<file path="src/rtl/cpu_clock_control.sv">
// CPU clock-enable generator: run / single-step / halt control.
// Optional cycle counter enabled by defining CPU_CYCLE_COUNT_EN.
module cpu_clock_control #(
  parameter int DEBOUNCE_CYCLES = 500000,
  parameter int CNT_W = 16
) (
  input  logic             clk,
  input  logic             reset,
  input  logic             slow_clk,
  input  logic             run_sw,
  input  logic             step_btn,
  input  logic             halt,
  output logic             cpu_en,
  output logic             running,
`ifdef CPU_CYCLE_COUNT_EN
  output logic [CNT_W-1:0] cycle_count,
`endif
  output logic [1:0]       state
);

  typedef enum logic [1:0] {
    HALT = 2'b00,
    RUN  = 2'b01,
    STEP = 2'b10
  } state_t;

  localparam int DW = $clog2(DEBOUNCE_CYCLES + 1);
  localparam logic [DW-1:0] DB_LAST =
    DW'(DEBOUNCE_CYCLES - 1);

  logic slow_m, slow_clk_s, slow_clk_prev;
  logic run_m, run_sw_s;
  logic btn_m, step_btn_s;
  logic halt_m, halt_s;
  logic tick;

  logic          db_level, db_prev;
  logic [DW-1:0] db_cnt;
  logic          press;

  state_t state_q, state_d;
  logic   en_d;

  // two-flop synchronizers for all raw inputs
  always_ff @(posedge clk or posedge reset) begin
    if (reset) begin
      slow_m     <= 1'b0;
      slow_clk_s <= 1'b0;
      run_m      <= 1'b0;
      run_sw_s   <= 1'b0;
      btn_m      <= 1'b0;
      step_btn_s <= 1'b0;
      halt_m     <= 1'b0;
      halt_s     <= 1'b0;
    end else begin
      slow_m     <= slow_clk;
      slow_clk_s <= slow_m;
      run_m      <= run_sw;
      run_sw_s   <= run_m;
      btn_m      <= step_btn;
      step_btn_s <= btn_m;
      halt_m     <= halt;
      halt_s     <= halt_m;
    end
  end

  // registered rising-edge detect on the synchronized slow clock
  always_ff @(posedge clk or posedge reset) begin
    if (reset) begin
      slow_clk_prev <= 1'b0;
      tick          <= 1'b0;
    end else begin
      slow_clk_prev <= slow_clk_s;
      tick          <= slow_clk_s & ~slow_clk_prev;
    end
  end

  // debounce: accept a new level after a stable run of differing samples
  always_ff @(posedge clk or posedge reset) begin
    if (reset) begin
      db_level <= 1'b0;
      db_prev  <= 1'b0;
      db_cnt   <= '0;
    end else begin
      db_prev <= db_level;
      if (step_btn_s == db_level) begin
        db_cnt <= '0;
      end else if (db_cnt == DB_LAST) begin
        db_level <= step_btn_s;
        db_cnt   <= '0;
      end else begin
        db_cnt <= db_cnt + DW'(1);
      end
    end
  end

  assign press = db_level & ~db_prev;

  // state, enable pulse and running flag registers
  always_ff @(posedge clk or posedge reset) begin
    if (reset) begin
      state_q <= HALT;
      cpu_en  <= 1'b0;
      running <= 1'b0;
    end else begin
      state_q <= state_d;
      cpu_en  <= en_d;
      running <= (state_d == RUN);
    end
  end

  // next-state and pulse decision; exits win over tick
  always_comb begin
    state_d = HALT;
    en_d    = 1'b0;
    case (state_q)
      HALT: begin
        if (halt_s)
          state_d = HALT;
        else if (run_sw_s)
          state_d = RUN;
        else if (press)
          state_d = STEP;
        else
          state_d = HALT;
      end
      RUN: begin
        if (halt_s || !run_sw_s) begin
          state_d = HALT;
        end else begin
          state_d = RUN;
          en_d    = tick;
        end
      end
      STEP: begin
        if (halt_s) begin
          state_d = HALT;
        end else if (run_sw_s) begin
          state_d = RUN;
        end else if (tick) begin
          state_d = HALT;
          en_d    = 1'b1;
        end else begin
          state_d = STEP;
        end
      end
      default: begin
        state_d = HALT;
      end
    endcase
  end

  assign state = state_q;

`ifdef CPU_CYCLE_COUNT_EN
  // count issued enable pulses, wrapping naturally
  always_ff @(posedge clk or posedge reset) begin
    if (reset)
      cycle_count <= '0;
    else if (cpu_en)
      cycle_count <= cycle_count + CNT_W'(1);
  end
`endif

endmodule
</file>
<file path="config.mk">
export PLATFORM = sky130hd
export DESIGN_NAME = cpu_clock_control
export DESIGN_NICKNAME = d
export VERILOG_FILES = /design/src/rtl/cpu_clock_control.sv
export SDC_FILE = /design/constraint.sdc
export NUM_CORES = 1
export LEC_CHECK = 0
export ABC_AREA = 1
export BUFFER_PORTS_ARGS = -buffer_cell sky130_fd_sc_hd__buf_2
export CAP_MARGIN = 25
export CORE_AREA = 2 2 55 57
export CTS_BUF_LIST = sky130_fd_sc_hd__clkbuf_2
export DETAILED_ROUTE_END_ITERATION = 8
export DIE_AREA = 0 0 57 59
export GPL_TIMING_DRIVEN = 0
export HOLD_SLACK_MARGIN = 0.03
export PLACE_DENSITY = 0.82
export SLEW_MARGIN = 10
export SYNTH_ARGS = -nofsm -noshare
export SYNTH_HDL_FRONTEND = slang
export SYNTH_SLANG_ARGS = --single-unit
</file>
<file path="constraint.sdc">
create_clock -name clk -period 2.6 [get_ports clk]
set_clock_uncertainty 0.15 [all_clocks]
set_input_delay 0.52 -clock clk [delete_from_list [all_inputs] [get_ports clk]]
set_output_delay 0.52 -clock clk [all_outputs]
set_load 0.01 [all_outputs]
</file>
### After elaboration in Yosys (flattened, before gate mapping)

Cells that the tools add are included.
W data, S select, Z words.

| operators by class | value |
|---|---|
| $add $sub $neg | 1 |
| $mul | 0 |
| div/mod/pow operators | 0 |
| magnitude comparators | 0 |
| eq/ne operators | 5 |
| shift-type cells | 0 |
| muxes and demuxes | 15 |
| bitwise logic cells | 5 |
| reduce and logical (&&, ||, !) cells | 4 |

Operators with widths:

| kind | number |
|---|---|
| $mux W19 | 2 |
| $add A19 B1 Y19 const B | 1 |
| $eq A19 B19 Y1 const B | 1 |
| $mux W2 | 6 |
| $pmux W2 S3 | 1 |
| $mux W1 | 5 |
| $eq A2 B1 Y1 const B | 2 |
| $not A1 Y1 | 3 |
| $and A1 B1 Y1 | 2 |
| $eq A2 B2 Y1 const B | 1 |
| $logic_not A2 Y1 | 1 |
| $pmux W1 S2 | 1 |
| $reduce_and A2 Y1 | 1 |
| $eq A1 B1 Y1 | 1 |
| $logic_not A1 Y1 | 1 |
| $logic_or A1 B1 Y1 | 1 |

| word-level totals | value |
|---|---|
| register bits | 35 |
| bits in latches | 0 |
| memory bits (writable) | 0 |
| bits in read-only memories | 0 |
| input port bits | 6 |
| memories kept | 0 |

### Longest topological paths before layout

| depth | value |
|---|---|
| depth in word-level cells | 7 |
| gate-level depth with buffers | 8 |

### Least setup slack after synthesis

No wires, ideal clock.

| path | value |
|---|---|
| path kind | reg2reg |
| from | register state_q[0], in the netlist state[0] |
| to | register running |
| setup time | 0.135 ns |
| data arrival time | 1.134 ns |
| data required time | 2.315 ns |
| slack | 1.181 ns |
| stages on the path, launching flop included | 5 |
| period minus slack after synthesis | 1.419 ns |
| cell sequence | dfrtp_1 -> inv_1 -> ha_1 -> o311ai_0 -> nor2_1 |

| on the way | value |
|---|---|
| cells in the longest elaborated chain, start to end | 3 |
| elaborated cells between the ends (all ways) | 5 |

Ends and longest elaborated chain:

| what | RTL line | RTL |
|---|---|---|
| from (decl) | 41 | `state_t state_q, state_d;` |
| from (signal assigned) | 106 | `state_q <= state_d;` |
| $eq A2 B2 Y1 (tied with other cells) | 116 | `case (state_q)` |
| $pmux W2 S3 (*) | 116 |  |
| $eq A2 B1 Y1 (*) | 108 | `running <= (state_d == RUN);` |
| to (signal assigned) | 108 |  |
| to (decl) | 14 | `output logic running,` |

Mark *: on every way between the ends. The rest lies on a longest branch, timed or not.
A chain may end at the register's enable or synchronous reset.

### Final worst setup path

| path | value |
|---|---|
| from | register db_level |
| to | register db_cnt[2] |

| on the way | value |
|---|---|
| cells in the longest elaborated chain, start to end | 2 |

Ends and longest elaborated chain:

| what | RTL line | RTL |
|---|---|---|
| from (decl) | 37 | `logic db_level, db_prev;` |
| from (signal assigned) | 89 | `db_level <= step_btn_s;` |
| $eq A1 B1 Y1 | 86 | `if (step_btn_s == db_level) begin` |
| $mux W19 | 86 |  |
| to (signal assigned) | 92 | `db_cnt <= db_cnt + DW'(1);` |
| to (decl) | 38 | `logic [DW-1:0] db_cnt;` |

No other way between the ends.

==> qor.csv <==
stage,metric,value,unit
outcome,status,finished clean,
power_and_ir_drop,Leak,0.9226,nW
critical_path,Top Family by Delay on Critical Path,flip-flops,
sta,fin. max-slew vios,0,
critical_path,CP peak stage delay,0.48,ns
placed_design,post-placement cell area,1844,µm²
floorplan,Die Y,59,µm
floorplan,Die W,57,µm
clocking,post-CTS sizing,0,
synthesis,Yosys cell types,21,
clocking,CTS buffer count,5,
sta,"Hold Vio Cnt, Final",0,
critical_path,kind of critical path,flip-flop to flip-flop,
floorplan,Die Footprint,3363,µm²
critical_path,CP Launch Type,flip-flop,
drt,DR vias/cell,5.130,
clocking,worst-skew pair later-pin latency,0.40,ns
synthesis,"Cell Area, Synth",1733,µm²
floorplan,Ports,10,
cells_and_area,most frequent cells in the layout,"nor2_1, nand2_1, dfrtp_1",
critical_path,worst endpoint required time,2.72,ns
sta,hold slack,0.05917,ns
synthesis,Mapped Nets,222,
synthesis,Synth Instances,211,
drt,# DRC,0,
synthesis,Synth area leader,dfrtp_1,
synthesis,"Avg Cell Area, Syn",8.213,µm²
placed_design,dpl ws,0.9897,ns
clocking,root buffer cell,clkbuf_2,
floorplan,Core Area,2710,µm²
cells_and_area,share of cells above drive strength 1,14.72,%
power_and_ir_drop,Total Power,0.001062,W
cells_and_area,# diodes,0,
placed_design,routability cong.,0.8835,
global_routing,Overall Global Routing Usage,21.81,%
cells_and_area,Final Cell Area,1957,µm²
global_routing,initial antenna violation count,0,
synthesis,post-synthesis sequential area ratio,50.54,%
clocking,clock sinks,35,
sta,total negative slack,0,ns
sta,RSZ-0062 raised after global routing,no,
clocking,# hold bufs at CTS,1,
cells_and_area,Largest register FFs,19,
sta,Least-Margin Pin Slew,0.5525,ns
cells_and_area,"most common cell after layout, fill and taps aside",nor2_1,
clocking,CTS tree,yes,
floorplan,# rows,19,
drt,Post-DRT Antenna Nets,0,
drt,DRT Pass-1 Iters,4,
cells_and_area,fillers,216,
floorplan,Initial Util,63.94,%
global_routing,vias in the first global route,1278,
clocking,Bufs on Longest Clock Path,2,
sta,relative slew slack,63.13,%
power_and_ir_drop,Peak VDD IR,800.5,µV
synthesis,Ys Warns,0,
global_routing,first-pass GRT wire length,5485,µm
sta,Final setup violation count,0,
critical_path,critical path peak fanout,9,
synthesis,largest cells by area after synthesis,"dfrtp_1, nor2_1, nand2_1",
synthesis,#FFs+latches synth,35,
hold_path,HP Class,primary input to flip-flop,
drt,initial DRC count,35,
critical_path,buffer and inverter count on the worst path,1,
clocking,H-Tree Depth,2,
global_routing,largest net degree at the start of global routing,24,
placed_design,DP Wirelength,2364,µm
sta,Max Freq,600.6,MHz
critical_path,WP data arrival,1.79,ns
drt,final wirelength,3187,µm
critical_path,crit-path cells,xor2_2 -> inv_2 -> nor3b_1,
clocking,"Reg clk slew, reported paths",0.19,ns
global_routing,GRT overflow,0,
placed_design,# port buffers,9,
clocking,setup bufs post-CTS,0,
sta,post-layout worst setup margin,0.9349,ns
drt,WL per Instance,12.16,µm
sta,min cycle time layout,1.665,ns
power_and_ir_drop,pwr/cell area,542.6,nW/µm²
sta,Final period util,64.04,%
critical_path,CP Capture Type,flip-flop,
flow_run,max-cap violations,0,
drt,DR vias,1344,
synthesis,Yosys top cell area share,50.54,%
cells_and_area,Biggest register,db_cnt,
cells_and_area,Final nets,241,
critical_path,slowest CP cell,dfrtp_1,
cells_and_area,area grow syn2layout,12.92,%
==> synthesized netlist by cell type <==
cell type / instances
nor2_1: 54
nand2_1: 38
dfrtp_1: 35
inv_1: 26
nand3_1: 14
ha_1: 5
nand2_2: 5
xor2_1: 5
a21oi_1: 4
xnor2_1: 4
inv_2: 3
nor2_2: 3
nor2_4: 3
o21ai_1: 3
nand4_1: 2
o21ai_0: 2
nor3_2: 1
nor3b_1: 1
o21bai_1: 1
o311ai_0: 1
xor2_2: 1
==> report_power, final <==
group	switching, W	leakage (nW)	internal, W
logic	0.0000295	0.411	0.0000175
registers	0.00000800	0.463	0.000558
clock network	0.000190	0.0492	0.000259
total	0.000228	0.923	0.000834
==> layout make-up <==
class	instances	area (µm²)	share of cell area, %
well taps	31	38.79	1.982
flip-flops and latches	35	875.8	44.76
inverters	29	108.9	5.563
clock buffers	5	25.02	1.279
clock inverters	3	67.56	3.453
repair buffers	12	92.59	4.731
multi-input cells	147	748.2	38.24
==> final timing paths <==
| check | startpoint | end | slack (ns) | depth (start not counted) |
|---|---|---|---|---|
| max in group asynchronous | reset | db_cnt[8]$_DFF_PP0_ | 1.26 | 4 |
| worst min register to register | halt_m$_DFF_PP0_ | halt_s$_DFF_PP0_ | 0.22 | 0 |
| worst max register to register | db_level$_DFFE_PP0P_ | db_cnt[2]$_DFF_PP0_ | 0.93 | 3 |
| worst min-delay path | run_sw | run_m$_DFF_PP0_ | 0.06 | 1 |
| min in group asynchronous | reset | btn_m$_DFF_PP0_ | 0.52 | 3 |
| worst max-delay path | db_level$_DFFE_PP0P_ | db_cnt[2]$_DFF_PP0_ | 0.93 | 3 |
==> worst reg2reg max path: stages, from the launching register on <==
cell and delay, ns:
dfrtp_1 0.48, xor2_2 0.39, inv_2 0.19, nor3b_1 0.32
==> cell families after synthesis <==
family	Yosys count	synth area share [%]
simple gates	121	30.54
flops	35	50.54
xor+xnor	10	5.487
buf+inv	29	6.281
compound gates	11	3.538
fa+ha+maj	5	3.610
==> metal layers <==
| metal | vias to the layer above | wire length [µm] | global-route usage (%) |
|---|---|---|---|
| met5 | - | 0 | 0 |
| met1 | 616 | 1485 | 28.40 |
| met4 | 0 | 78 | 10.30 |
| met3 | 8 | 138 | 6.114 |
| li1 | 683 | - | - |
| met2 | 37 | 1484 | 34.15 |
==> metrics by stage <==
stage,cells,util (%)
2_1_floorplan,211,-
3_3_place_gp,251,67.04
3_5_place_dp,252,68.05
4_1_cts,261,71.84
5_1_grt,262,72.21
6_report,262,72.21
No activity file was read; power rests on OpenSTA's default activity.
